`config.mk`:
```
export PLATFORM = sky130hd
export DESIGN_NAME = axis_read_data
export DESIGN_NICKNAME = d
export VERILOG_FILES = /design/src/rtl/axis_read_data.sv
export SDC_FILE = /design/constraint.sdc
export NUM_CORES = 2
export LEC_CHECK = 0
export CAP_MARGIN = 40
export CORE_MARGIN = 1.5
export CORE_UTILIZATION = 60
export DETAILED_ROUTE_END_ITERATION = 8
export PLACE_DENSITY = 0.77
export SKIP_LAST_GASP = 1
export SYNTH_ARGS = -nofsm -noshare
export SYNTH_HDL_FRONTEND = slang
export SYNTH_SLANG_ARGS = --single-unit
```
`constraint.sdc`:
```
create_clock -name clk -period 53.6 [get_ports clk]
set_input_delay 10.72 -clock clk [delete_from_list [all_inputs] [get_ports clk]]
set_output_delay 10.72 -clock clk [all_outputs]
set_load 0.02 [all_outputs]
```
`src/rtl/axis_read_data.sv`:
```
// Unpacks AXI R beats into DATA_WIDTH words; word 0 of a beat is valid two clocks after acceptance.
// Backpressure: valid/ready stream stalls the serializer, a full buffer drops axi_rready. Option: AXIS_READ_DATA_RRESP_EN.
module axis_read_data #(
  parameter int BUF_AWIDTH     = 4,
  parameter int CONFIG_DWIDTH  = 32,
  parameter int WIDTH_RATIO    = 8,
  parameter int AXI_DATA_WIDTH = 256,
  parameter int DATA_WIDTH     = 32
) (
  input  logic                      clk,
  input  logic                      rst,
  output logic                      done,
  input  logic [CONFIG_DWIDTH-1:0]  cfg_length,
  input  logic                      cfg_valid,
  input  logic [AXI_DATA_WIDTH-1:0] axi_rdata,
  input  logic                      axi_rlast,
  input  logic                      axi_rvalid,
  output logic                      axi_rready,
`ifdef AXIS_READ_DATA_RRESP_EN
  input  logic [1:0]                axi_rresp,
  output logic                      err,
`endif
  output logic [DATA_WIDTH-1:0]     data,
  output logic                      valid,
  input  logic                      ready
);

  localparam int DEPTH = 1 << BUF_AWIDTH;
  localparam int CW    = $clog2(WIDTH_RATIO + 1);
  localparam logic [CW-1:0]            RATIO_W = CW'(WIDTH_RATIO);
  localparam logic [CONFIG_DWIDTH-1:0] RATIO_C = CONFIG_DWIDTH'(WIDTH_RATIO);
  localparam logic [CONFIG_DWIDTH-1:0] ONE_C   = CONFIG_DWIDTH'(1);
  localparam logic [BUF_AWIDTH:0]      DEPTH_W = {1'b1, {BUF_AWIDTH{1'b0}}};

  typedef enum logic [1:0] {S_IDLE, S_ACTIVE, S_DONE} state_t;
  state_t state, state_nxt;

  logic [AXI_DATA_WIDTH-1:0] mem [DEPTH];
  logic [BUF_AWIDTH:0]       wr_ptr, rd_ptr, fifo_cnt, occ_nxt;
  logic [AXI_DATA_WIDTH-1:0] sh_dat;
  logic [CW-1:0]             sh_cnt, last_words, pop_words;
  logic [CONFIG_DWIDTH-1:0]  beats_rem, beats_nxt, pop_rem, words_rem, beats_cfg, rem_cfg;
  logic                      cfg_load, wr, pop, out_load, out_xfer, sh_busy_nxt;
  logic                      unused_rlast;

  assign unused_rlast = axi_rlast;
  assign done         = (state == S_DONE);
  assign cfg_load     = (state == S_IDLE) && cfg_valid;
  assign wr           = axi_rvalid && axi_rready;
  assign fifo_cnt     = wr_ptr - rd_ptr;
  assign out_xfer     = valid && ready;
  assign out_load     = (sh_cnt != '0) && (!valid || ready);
  // Refill the serializer as its last word moves out, so beats stream back to back.
  assign pop          = (fifo_cnt != '0) && ((sh_cnt == '0) || ((sh_cnt == CW'(1)) && out_load));
  assign pop_words    = (pop_rem == ONE_C) ? last_words : RATIO_W;
  assign rem_cfg      = cfg_length % RATIO_C;
  assign beats_cfg    = (cfg_length / RATIO_C) + {{(CONFIG_DWIDTH-1){1'b0}}, (rem_cfg != '0)};

  always_comb begin
    state_nxt = state;
    case (state)
      S_IDLE:   if (cfg_valid) state_nxt = (cfg_length == '0) ? S_DONE : S_ACTIVE;
      S_ACTIVE: if (out_xfer && (words_rem == ONE_C)) state_nxt = S_DONE;
      S_DONE:   state_nxt = S_IDLE;
      default:  state_nxt = S_IDLE;
    endcase
  end

  // The beat parked in the serializer counts toward occupancy, so at most DEPTH beats are held.
  always_comb begin
    beats_nxt = beats_rem;
    if (cfg_load)  beats_nxt = beats_cfg;
    else if (wr)   beats_nxt = beats_rem - ONE_C;
    sh_busy_nxt = (sh_cnt != '0);
    if (pop)                                   sh_busy_nxt = 1'b1;
    else if (out_load && (sh_cnt == CW'(1)))   sh_busy_nxt = 1'b0;
    occ_nxt = fifo_cnt + {{BUF_AWIDTH{1'b0}}, wr} - {{BUF_AWIDTH{1'b0}}, pop}
              + {{BUF_AWIDTH{1'b0}}, sh_busy_nxt};
  end

  always_ff @(posedge clk or posedge rst) begin
    if (rst) state <= S_IDLE;
    else     state <= state_nxt;
  end

  always_ff @(posedge clk) begin
    if (wr) mem[wr_ptr[BUF_AWIDTH-1:0]] <= axi_rdata;
  end

  always_ff @(posedge clk or posedge rst) begin
    if (rst) begin
      wr_ptr     <= '0;
      rd_ptr     <= '0;
      beats_rem  <= '0;
      pop_rem    <= '0;
      words_rem  <= '0;
      last_words <= '0;
      sh_dat     <= '0;
      sh_cnt     <= '0;
      data       <= '0;
      valid      <= 1'b0;
      axi_rready <= 1'b0;
    end else begin
      wr_ptr     <= wr_ptr + {{BUF_AWIDTH{1'b0}}, wr};
      rd_ptr     <= rd_ptr + {{BUF_AWIDTH{1'b0}}, pop};
      beats_rem  <= beats_nxt;
      axi_rready <= (state_nxt == S_ACTIVE) && (occ_nxt != DEPTH_W) && (beats_nxt != '0);
      if (cfg_load) begin
        pop_rem    <= beats_cfg;
        words_rem  <= cfg_length;
        last_words <= (rem_cfg == '0) ? RATIO_W : rem_cfg[CW-1:0];
      end else begin
        if (pop)      pop_rem   <= pop_rem - ONE_C;
        if (out_xfer) words_rem <= words_rem - ONE_C;
      end
      if (pop) begin
        sh_dat <= mem[rd_ptr[BUF_AWIDTH-1:0]];
        sh_cnt <= pop_words;
      end else if (out_load) begin
        sh_dat <= sh_dat >> DATA_WIDTH;
        sh_cnt <= sh_cnt - CW'(1);
      end
      if (out_load) begin
        data  <= sh_dat[DATA_WIDTH-1:0];
        valid <= 1'b1;
      end else if (ready) begin
        valid <= 1'b0;
      end
    end
  end

`ifdef AXIS_READ_DATA_RRESP_EN
  always_ff @(posedge clk or posedge rst) begin
    if (rst)                             err <= 1'b0;
    else if (cfg_load)                   err <= 1'b0;
    else if (wr && (axi_rresp != 2'b00)) err <= 1'b1;
  end
`endif

endmodule

```
After elaboration in Yosys (flattened, before gate mapping)
Memory sizes are Yosys's and may differ from the RTL's.
Cells that the tools add are included.
{ "classes": {"n_reduce_logical": 24, "mux": 22, "addsub": 11, "n_eq_ne": 7} }
{ "op_table": {"columns": ["op", "n"], "rows": [
  ["$mux 256", 2],
  ["$mux 32", 6],
  ["$sub 32x1->32 const B", 3],
  ["$eq 32x1->1 const B", 2],
  ["$logic_not 32->1", 2],
  ["$reduce_bool 32->1", 2],
  ["$add 29x1->30", 1],
  ["$add 5x1->5", 4],
  ["$mux 4", 4],
  ["$logic_and 1x1->1", 9],
  ["$reduce_bool 2->1", 4],
  ["$mux 1", 6],
  ["$mux 2", 3],
  ["$ne 5x5->1 const B", 1],
  ["$reduce_bool 5->1", 1],
  ["$sub 5x1->5", 1],
  ["$sub 5x5->5", 1],
  ["$eq 2x1->1 const B", 2],
  ["$eq 4x1->1 const B", 1],
  ["$logic_not 4->1", 1],
  ["$pmux 2 s2", 1],
  ["$reduce_bool 4->1", 1],
  ["$sub 4x1->4 const B", 1],
  ["$eq 2x2->1 const B", 1],
  ["other kinds (3)", 4]
]} }
{ "totals": {"mem_count": 1, "register_bits": 406, "word_cells": 77, "output_inout_bits": 35, "mem_bits_rw": 4096, "input_bits": 294} }
{ "memory_table": {"columns": ["name", "depth", "word_bits", "read_ports", "rd_clocked_by_memory_dff", "write_ports", "line", "rtl"], "rows": [
  ["mem", 16, 256, 1, 0, 1, "38", "logic [AXI_DATA_WIDTH-1:0] mem [DEPTH];"]
]} }

Longest topological paths before layout
{ "depth": {"ltp_word": 11, "ltp_mapped": 26} }

Least setup slack after synthesis
Ideal clock, no wire load.
{ "synth_path": {"path_kind": "input to register", "from": "input axi_rvalid", "to": "memory mem[0][0], enable pin", "required_time_ns": 52.414, "n_path_buf": 0, "path_stages": 3, "slack_ns": 23.975, "setup_time_ns": 1.186, "arrival_time_ns": 28.439, "path_cell_list": "nand2_1 > or3_1 > nor3_1"} }
{ "synth_via": {"elab_chain_len": 3} }
{ "synth_lines": {"columns": ["element", "line", "rtl"], "rows": [
  ["from (decl)", "17", "input logic axi_rvalid,"],
  ["$logic_and 1x1->1", "49", "assign wr = axi_rvalid && axi_rready;"],
  ["$mux 1", "87", "if (wr) mem[wr_ptr[BUF_AWIDTH-1:0]] <= axi_rdata;"],
  ["$mux 1 (not written as such)", "87", null],
  ["to (decl)", "38", null]
]} }
Every way passes these cells.

Worst setup path in the final report
{ "layout_path": {"from": "input axi_rvalid", "to": "memory mem[14][170], enable pin"} }
Same word-level chain as after synthesis.

==> impl_metrics.toml <==
[outcome]
status = "completed"

[critical_path]
end_kind = "flip-flop"
cp_top_family = "buffers and inverters"
crit_type = "in2reg"
cp.required_ps = 54200
cp-endpoint = "mem[14][170]$_DFFE_PP_"
timing.rr.end = "sh_dat[203]$_DFFE_PP0P_"
crit_path_cell_trace = "clkdlybuf4s50_1 -> nand2_1 -> inv_1 -> nand3_1 -> nor2_4 -> buf_4 -> buf_4 -> buf_4 -> buf_4 -> buf_16"
cp-start-kind = "primary input"
cp_slowest_cell = "buf_4"
cp.depth = 10
arrival_ps = 15830
reg2reg_slack_ps = 46400
rr_worst_depth = 13
path_max_fanout = 41
cp_common_cell = "buf_4"
worst-path-buf-inv = 7
worstReg2RegStart = "rd_ptr[1]$_DFF_PP0_"
cp-startpoint = "axi_rvalid"
worst_path_largest_cell_delay_ps = 840

[routing]
avgViaCountPerCell = 6.86
first_pass_iters = 8
route.detailed.drc = 0
routed_wl_mm = 448
drt_iter0_drc = 12600
drtAntennaViolNets = 0
post_drt_wl_per_cell_um = 35.1
vias = 87500

[cts]
cts_resized = 0
clkTransAtPathRegs_ps = 60
clock-sinks = 4502
cts_tree = "built"
max-clock-path-buffers = 4
cts-root-buf = "clkbuf_16"
h-tree-depth = 5
post-cts-setup-buffers = 0
cts_hold_buf = 0
cts_made_buffers = 435
clk_latency_ps = 1000

[layout]
postLayoutCoreUtil_pct = 69.0
drive_above_1_share_pct = 24.9
n_fill_cell = 16300
multi_input_area_um2 = 38100
area_growth_pct = 14.0
ff_latch_area_um2 = 133000
num-nets-final = 8883

[hold_path]
hold_path_class = "reg2reg"

[logic_synthesis]
ys_ff_latch = 4502
yosysSeqAreaShare_pct = 77.0
synth_top_area_share_pct = 71.1
netlist_area_um2 = 173000
postSynthNetCount = 8333
synth-async-reset-ratio_pct = 9.02
synth_area_leader_cell = "edfxtp_1"
synthFlopType = "edfxtp_1"
syn-mean-instance-area_um2 = 21.6
yosysWarnings = 0
synth_cells = 8013
synth_edf_count = 4096
synth_cell_types = 67
synth_area_leaders = "edfxtp_1, mux4_2, dfrtp_1"

[power_and_ir_drop]
power_frac_seq_pct = 43.1
p_leak_nw = 63.7
switchingPower_mw = 3.10
peakVddDrop_mv = 0.0430
comb_power_share_pct = 27.1
power_density_nw_per_um2 = 53.2
p_int_mw = 7.39
sw_frac_of_total_pct = 29.6
power_frac_clock_pct = 29.8

[sta]
fin_crit_ps = 15230
hold_viol = 0
slew_violations = 0
setup_viol = 0
timing.final.crit_share_pct = 28.4
skew_ps = 80.3
max_freq_mhz = 65.7
relSlewSlack_pct = 17.0
rsz0062_at_grt = "false"
setup_tns_ps = 0
tightest_slew_ps = 1250

[global_route]
antenna_found_initial = 90
grt_max_degree = 179
grt_pass1_wl_mm = 643
grt_pass1_vias = 89900
grt_overflow = 0
grt_usage_pct = 31.0

[floorplanning]
die_w_um = 540
io_pins = 329
core_um2 = 286000
start_util_pct = 60.5
num_rows = 196
dieHeight_um = 540
die-area_um2 = 292000

[placed_design]
routabilityCongestion = 0.882
dp_hpwl_mm = 231
portBuffers = 327

[run]
maxCapViolCount = 0
## synth_stat cells, drive strengths merged, types with 5 or more instances
| master | count |
|---|---|
| mux4 | 1280 |
| inv | 26 |
| a21o | 7 |
| nor3 | 59 |
| nand4 | 20 |
| nand2b | 8 |
| nand3 | 69 |
| nand3b | 5 |
| nor2 | 296 |
| a21oi | 73 |
| a31oi | 229 |
| buf | 170 |
| and4 | 8 |
| ha | 23 |
| xor2 | 42 |
| o21ai | 52 |
| and3 | 6 |
| nor4 | 34 |
| nor3b | 6 |
| or3 | 15 |
| xnor2 | 72 |
| nand2 | 693 |
| dfrtp | 406 |
| edfxtp | 4096 |
| clkbuf | 267 |
| or4 | 10 |
## worst register-to-register path, cell delays in order (launching register included)
cell,delay [ps]
dfrtp_4,940
buf_4,770
buf_4,830
buf_4,550
buf_12,300
buf_4,480
buf_16,330
buf_4,560
buf_12,310
buf_4,690
mux4_2,470
mux4_2,530
nor2_1,170
a31oi_1,70
## cell type report
class	count	area share, %
Inverter	26	0.0571
Antenna cell	51	0.0647
Clock buffer	595	6.14
Multi-Input combinational cell	3048	19.3
Tap cell	3762	2.39
Sequential cell	4502	67.5
Timing Repair Buffer	550	3.21
Clock inverter	220	1.29
## routing by layer
layer	routed length, um	global-route usage [%]
met1	155000	41.5
met4	19300	13.3
met5	442	0
met3	49500	6.43
met2	224000	50.0
## logic make-up (layout without fill, tap and decap cells)
| group | after synthesis | in the layout | synth area share, % |
|---|---|---|---|
| AND/OR/NAND/NOR | 1245 | 1245 | 3.17 |
| multiplexers | 1284 | 1284 | 16.7 |
| XOR/XNOR | 114 | 114 | 0.577 |
| other | 0 | 51 | 0 |
| buffers and inverters | 463 | 1391 | 1.08 |
| flip-flops | 4502 | 4502 | 77.0 |
| adder cells (fa/ha/maj) | 26 | 26 | 0.201 |
| AO/OA/AOI/OAI | 379 | 379 | 1.32 |
## registers in the layout, summed over array words and instances, names as in the netlist
signal      flops
sh_dat        256
last_words      4
pop_rem        32
mem          4096
wr_ptr          5
valid           1
beats_rem      32
axi_rready      1
words_rem      32
rd_ptr          5
data           32
sh_cnt          4
state           2
## worst min-delay path by stage
stage                                start                    to  slack (ps)  cells after the start
floorplan            sh_dat[0]$_DFFE_PP0P_   data[0]$_DFFE_PP0P_         440                      2
global placement      data[10]$_DFFE_PP0P_  data[10]$_DFFE_PP0P_         470                      2
detailed placement  sh_dat[31]$_DFFE_PP0P_  data[31]$_DFFE_PP0P_         460                      2
CTS                 sh_dat[31]$_DFFE_PP0P_  data[31]$_DFFE_PP0P_         480                      2
global route          data[27]$_DFFE_PP0P_  data[27]$_DFFE_PP0P_         500                      2
finish              sh_dat[31]$_DFFE_PP0P_  data[31]$_DFFE_PP0P_         470                      2
## power by group through the flow
stage               Sequential (mW)  Clock (mW)  Combinational [mW]
floorplan                      4.61           0                1.94
global placement               4.54           0                2.68
detailed placement             4.57           0                2.80
CTS                            4.51        3.15                2.86
global route                   4.54        3.28                2.98
finish                         4.52        3.13                2.84
## stage by stage
step / cells / power (mW) / area [um2] / hold WS (ps) / worst slack, ps
global route: 12700 / 10.8 / 197000 / 495 / 38310
finish: 12800 / 10.5 / 197000 / 472 / 38370
CTS: 12700 / 10.5 / 197000 / 476 / 38530
detailed placement: 11900 / 7.36 / 182000 / 461 / 37590
global placement: 11800 / 7.22 / 181000 / 466 / 36910
floorplan: 8013 / 6.55 / 173000 / 439 / 23970
## layout by cell type, fill, tap and decap left out, types with 55 or more instances in the layout
cell                n
nand3_1            68
clkbuf_1          104
clkdlybuf4s50_1   327
a31oi_1           229
nand2_1           691
xnor2_1            72
nor2_1            283
clkbuf_16         440
buf_4             137
edfxtp_1         4096
clkinv_2           74
mux4_2           1280
dfrtp_1           403
a21oi_1            71
clkinv_1           55
Note: power is estimated with default switching activity, not from simulation.
